File: src/rtl/enc8x3_stream.sv
// Streaming priority encoder: accepts a request vector and emits the index of each set bit, one beat per handshake.
// Define ENC_MSB_FIRST_EN to scan from the highest set bit down instead of the lowest up.
module enc8x3_stream #(
  parameter int N = 8,
  parameter int W = $clog2(N)
) (
  input  logic         clk,
  input  logic         rst_n,
  input  logic         in_valid,
  output logic         in_ready,
  input  logic [N-1:0] in_vec,
  output logic         out_valid,
  input  logic         out_ready,
  output logic [W-1:0] out_idx,
  output logic         out_last,
  output logic         out_none
);

  typedef enum logic {IDLE, EMIT} state_t;

  state_t       state_q, state_d;
  logic [N-1:0] mask_q, mask_d;
  logic         valid_q, valid_d;
  logic [W-1:0] idx_q, idx_d;
  logic         last_q, last_d;
  logic         none_q, none_d;
  logic [N-1:0] remain;

  // The loop direction makes the winning bit the last one assigned.
  function automatic logic [W-1:0] pick(input logic [N-1:0] v);
    logic [W-1:0] r;
    r = '0;
`ifdef ENC_MSB_FIRST_EN
    for (int i = 0; i < N; i++) begin
      if (v[i]) r = W'(i);
    end
`else
    for (int i = N - 1; i >= 0; i--) begin
      if (v[i]) r = W'(i);
    end
`endif
    return r;
  endfunction

  function automatic logic single_bit(input logic [N-1:0] v);
    return (v != '0) && ((v & (v - N'(1))) == '0);
  endfunction

  assign remain = mask_q & ~(N'(1) << idx_q);

  always_comb begin
    state_d = state_q;
    mask_d  = mask_q;
    valid_d = valid_q;
    idx_d   = idx_q;
    last_d  = last_q;
    none_d  = none_q;
    case (state_q)
      IDLE: begin
        if (in_valid) begin
          state_d = EMIT;
          mask_d  = in_vec;
          valid_d = 1'b1;
          if (in_vec != '0) begin
            idx_d  = pick(in_vec);
            last_d = single_bit(in_vec);
            none_d = 1'b0;
          end else begin
            idx_d  = '0;
            last_d = 1'b1;
            none_d = 1'b1;
          end
        end
      end
      EMIT: begin
        if (valid_q && out_ready) begin
          mask_d = remain;
          if (last_q) begin
            state_d = IDLE;
            valid_d = 1'b0;
            last_d  = 1'b0;
            none_d  = 1'b0;
          end else begin
            idx_d  = pick(remain);
            last_d = single_bit(remain);
          end
        end
      end
      default: state_d = IDLE;
    endcase
  end

  always_ff @(posedge clk or negedge rst_n) begin
    if (!rst_n) begin
      state_q <= IDLE;
      mask_q  <= '0;
      valid_q <= 1'b0;
      idx_q   <= '0;
      last_q  <= 1'b0;
      none_q  <= 1'b0;
    end else begin
      state_q <= state_d;
      mask_q  <= mask_d;
      valid_q <= valid_d;
      idx_q   <= idx_d;
      last_q  <= last_d;
      none_q  <= none_d;
    end
  end

  assign in_ready  = (state_q == IDLE);
  assign out_valid = valid_q;
  assign out_idx   = idx_q;
  assign out_last  = last_q;
  assign out_none  = none_q;

endmodule

File: config.mk
export PLATFORM = sky130hd
export DESIGN_NAME = enc8x3_stream
export DESIGN_NICKNAME = d
export VERILOG_FILES = /design/src/rtl/enc8x3_stream.sv
export SDC_FILE = /design/constraint.sdc
export NUM_CORES = 1
export LEC_CHECK = 0
export BUFFER_PORTS_ARGS = -buffer_cell sky130_fd_sc_hd__buf_2
export CELL_PAD_IN_SITES_DETAIL_PLACEMENT = 1
export CELL_PAD_IN_SITES_GLOBAL_PLACEMENT = 2
export CORE_MARGIN = 2
export CORE_UTILIZATION = 23
export CTS_BUF_LIST = sky130_fd_sc_hd__clkbuf_2
export DETAILED_ROUTE_END_ITERATION = 10
export GPL_TIMING_DRIVEN = 0
export HOLD_SLACK_MARGIN = 0.05
export PLACE_DENSITY = 0.56
export SETUP_SLACK_MARGIN = 0.15
export SLEW_MARGIN = 20
export SYNTH_ARGS = -nofsm -noshare
export SYNTH_HDL_FRONTEND = slang
export SYNTH_SLANG_ARGS = --single-unit
File: constraint.sdc
create_clock -name clk -period 2 [get_ports clk]
set_input_delay 0.4 -clock clk [delete_from_list [all_inputs] [get_ports clk]]
set_output_delay 0.4 -clock clk [all_outputs]
set_load 0.005 [all_outputs]
; Yosys cells after proc, flatten, opt, wreduce, memory -nomap -nowiden
; Cells that the tools add are included.
; W data, S select, Z words.
[totals]
register_bits = 15
in_bits = 12
out_inout_bits = 7
wordCells = 68
[classes]
addsub = 2
n_eq_ne = 4
shifts = 1
muxes = 40
n_bitwise = 5
n_reduce_logical = 10
[ops]
columns = cell, count
row1 = $mux W3, 20
row2 = $and A8 B8 Y8, 3
row3 = $logic_not A8 Y1, 2
row4 = $mux W8, 2
row5 = $pmux W8 S2, 1
row6 = $reduce_bool A8 Y1, 2
row7 = $sub A8 B1 Y8 const B, 2
row8 = $mux W1, 12
row9 = $not A8 Y8, 1
row10 = $pmux W1 S2, 4
row11 = $shl A1 B3 Y8 const A, 1
row12 = $pmux W3 S2, 1
row13 = $reduce_and A3 Y1, 2
row14 = $ne A2 B1 Y1 const B, 2
row15 = $ne A2 B2 Y1 const B, 2
row16 = $logic_and A1 B1 Y1, 3
row17 = $reduce_and A2 Y1, 1
row18 = $not A1 Y1, 1

; Logic depth before layout (Yosys ltp)
[depth]
ltp_word = 14
mapped_depth = 6

; Worst setup path before layout
; No wires, ideal clock.
[synth_path]
path_type = flip-flop to flip-flop
from = register idx_q[2] (netlist: out_idx[2])
to = register last_q (netlist: out_last)
setup_ns = 0.096
arrival_ns = 1.716
t_required_ns = 1.904
setup_slack_ns = 0.189
path_stages_with_launch = 7
period_less_slack_ns = 1.811
path_cell_list = dfrtp_1 -> buf_6 -> or2_4 -> o22a_4 -> a22o_1 -> a221o_1 -> o32ai_2
[synth_between]
elab_chain_len = 10
[synth_rtl]
columns = item, line
row1 = start: declaration, 24  ; logic [W-1:0] idx_q, idx_d;
row2 = start signal: assignment, 105  ; idx_q <= idx_d;
row3 = $shl A1 B3 Y8 (*), 49  ; assign remain = mask_q & ~(N'(1) << idx_q);
row4 = $not A8 Y8 (*), 49
row5 = $and A8 B8 Y8 (*), 49
row6 = $sub A8 B1 Y8, 46  ; return (v != '0) && ((v & (v - N'(1))) == '0);
row7 = $and A8 B8 Y8, 46
row8 = $logic_not A8 Y1, 46
row9 = $logic_and A1 B1 Y1 (*), 46
row10 = $mux W1 (*), 78  ; if (last_q) begin
row11 = $mux W1 (*), 76  ; if (valid_q && out_ready) begin
row12 = $pmux W1 S2 (*), 58  ; case (state_q)
row13 = end signal: assignment, 106  ; last_q <= last_d;
row14 = end: declaration, 25  ; logic last_q, last_d;
; Mark *: on every way between the ends. The rest lies on a longest branch, timed or not. The select of a mux whose other input is x is not followed.
; A chain may end at the register's enable or synchronous reset.

; Worst setup path in the final report
[layout_path]
from = register idx_q[1] (netlist: out_idx[1])
to = register last_q (netlist: out_last)
; Same word-level chain as after synthesis.

==> results by group <==
Floorplan
  – Initial Utilization: 23.7%
  – Core Area: 5110 µm²
  – Io pins: 19
  – Die area: 5860 µm²
  – Die Y: 76.6 µm
  – Row Count: 26
  – Die Wd: 76.6 µm

Timing
  – Worst Clk Skew: 0.00980 ns
  – Final Hold Viols: 0
  – Fin Setup TNS: 0 ns
  – Final Setup Violations: 0
  – Crit share post-route: 92.2%
  – Max Fclk: 0.542 GHz
  – Slew headroom: 56.5%
  – RSZ-0062 raised after global routing: true
  – Fin Hold WS: 0.388 ns
  – Worst-margin pin slew: 0.653 ns
  – Min cycle time layout: 1.84 ns
  – Slew Viols, Final: 0

Routing
  – DR vias/cell: 5.20
  – Drt wl/cell: 16.7 µm
  – Detailed Route WL: 4.15 mm
  – Antenna-violating nets left: 0
  – First-pass DRT Iterations: 4
  – Residual DRC count: 0
  – Via Count: 1295
  – DR iter-0 viols: 38

GRT
  – Initial antenna violation count: 0
  – Global-route wire length before repair: 6.81 mm
  – Largest net degree at the start of global routing: 16
  – Vias in the first global route: 1330
  – Grt ovf: 0
  – Total track usage: 14.6%

Setup path
  – Worst r2r path cells: 6
  – R2R setup slack: 0.16 ns
  – Critical Path RT: 2.23 ns
  – Critical path arrival: 2.07 ns
  – Crit end category: flop
  – Critical path class: reg -> reg
  – Setup crit start kind: flop
  – Crit Path Max Fanout: 4

Finish
  – Non-Filler Instances: 249
  – Most frequent cells in the layout: buf_2 (18), dfrtp_1 (14), buf_4 (12), nand2_1 (12)
  – Multi-input gate area: 808 µm²
  – Share of layout cells above drive strength 1: 27.9%
  – Register Area: 377 µm²
  – Most common cell after layout, fill and taps aside: buf_2
  – Area grow syn2layout: 27.4%
  – Fin nets: 192
  – ANT cells: 0
  – Filler cells: 647

Clock tree
  – Root Driver: clkbuf_2
  – Sink Count: 15
  – Total CTS buffers: 3
  – Clock latency on the worst-skew pair: 0.30 ns
  – CTS tree: done
  – Clk slew on worst S/H paths: 0.17 ns
  – Bufs on Longest Clock Path: 2
  – H-tree depth: 1

Yosys
  – Gate Count Post-Synth: 145
  – Syn Nets: 157
  – Syn Area/Cell: 8.35 µm²
  – Yosys reg bits: 15
  – Register area share after synthesis: 31.0%
  – Yosys warnings: 0
  – Netlist cell types: 41
  – Mapped cell area: 1210 µm²

Pwr
  – Peak VDD IR: 0.289 mV
  – Power density over cell area: 1290 nW/µm²
  – Pleak: 0.655 nW

Run
  – Max-Cap Viols: 0

Placement
  – Final HPWL DP: 3.20 mm
  – Inst Count DP: 233
  – Routability congestion estimate: 0.727
  – Input/output buffers: 18

Hold path
  – Hold depth: 3
  – Worst min-delay path category: in -> reg

Outcome
  – Outcome: finished clean
==> power by group <==
| part | switching (mW) | total [mW] | internal [mW] | leakage [nW] |
|---|---|---|---|---|
| combinational | 0.608 | 1.27 | 0.665 | 0.451 |
| sequential | 0.153 | 0.554 | 0.401 | 0.187 |
| clock | 0.110 | 0.163 | 0.0530 | 0.0166 |
==> path summary, 6_finish.rpt <==
check | from | end
min | in_vec[0] | mask_q[0]
min in group asynchronous | rst_n | out_none
max in group asynchronous | rst_n | out_idx[0]
min reg2reg | out_none | out_none
max | out_idx[1] | out_last
max reg2reg | out_idx[1] | out_last
==> state kept, by name, summed over array words and instances, names as in the netlist <==
| signal | count |
|---|---|
| out_idx | 3 |
| out_valid | 1 |
| mask_q | 8 |
| out_none | 1 |
| state_q | 1 |
| out_last | 1 |
==> critical path, stage by stage (launching register included) <==
cell	delay, ns
dfrtp_1	0.44
buf_6	0.13
or2_4	0.24
o22a_4	0.19
a22o_1	0.20
a221o_1	0.33
o32ai_2	0.24
==> metrics by stage <==
step	util, %	cell area, µm²	power (mW)	worst slack, ns
after floorplan	-	1210	1.27	0.189
after global placement	27.2	1390	1.54	-0.0900
after detailed placement	27.2	1390	1.57	-0.0680
after CTS	29.8	1520	1.96	0.118
after global routing	30.2	1540	2.16	0.105
final	30.2	1540	1.99	0.155
==> cells in the mapped netlist <==
cell      count  area (µm²)
inv_1         3        11.3
or2_4         1        8.76
o21bai_1      2        15.0
o31ai_1       1        7.51
dfrtp_1      15         375
a21oi_1      11        55.1
nand4_1       2        12.5
buf_2         1        5.00
nand2b_1      2        12.5
maj3_1        2        20.0
mux2_2        3        33.8
nand2_1      12        45.0
o32a_1        1        10.0
a32oi_1       1        8.76
nor4_1        2        12.5
or2b_1        1        7.51
o22a_4        1        17.5
mux2i_1       9        90.1
o211a_1       1        10.0
a21boi_0      1        7.51
a22o_1        1        8.76
o211ai_1     11        82.6
buf_4         1        7.51
and2_1        1        6.26
o22ai_1       3        18.8
o21a_1        3        22.5
o32ai_2       1        16.3
nor2b_1       3        18.8
clkbuf_1      4        15.0
nor2_1       10        37.5
o311ai_0      1        8.76
o22a_1        1        8.76
o21ai_0      13        65.1
buf_6         2        22.5
or3b_1        1        8.76
a221o_1       1        10.0
nand3_1       6        30.0
or3_1         3        18.8
nor3_1        4        20.0
a31oi_1       2        12.5
or2_2         1        6.26
==> layout make-up <==
cell class	instances	area share (%)
buffer	8	3.65
clock buffer	4	1.30
inverter	3	0.730
multi-input combinational	119	52.4
sequential	15	24.4
tap	70	5.68
timing repair buffer	30	11.8
==> logic make-up (layout without fill, tap and decap cells) <==
group,after synthesis,in the layout,synth area share [%]
AOI/OAI and AO/OA,56,56,31.8
and+or+nand+nor,49,49,20.2
buffers and inverters,11,45,5.06
DFF,15,15,31.0
adders and majority gates,2,2,1.65
muxes,12,12,10.2
==> per-layer routing <==
| layer | wire length, µm | track usage (%) |
|---|---|---|
| met1 | 2050 | 19.4 |
| met2 | 1960 | 25.6 |
| met3 | 124 | 2.25 |
| met4 | 18 | 1.64 |
| met5 | 0 | 0 |
==> what timing repair did <==
item                       in CTS  in global routing
hold buffers                    1                  0
resized for setup               8                  5
setup endpoints to repair       2                  2
buffers inserted                9                  2
hold endpoints to repair       15                  0
gates cloned                    0                  0
pin swaps                       4                  1
(Power assumes the default switching activity.)
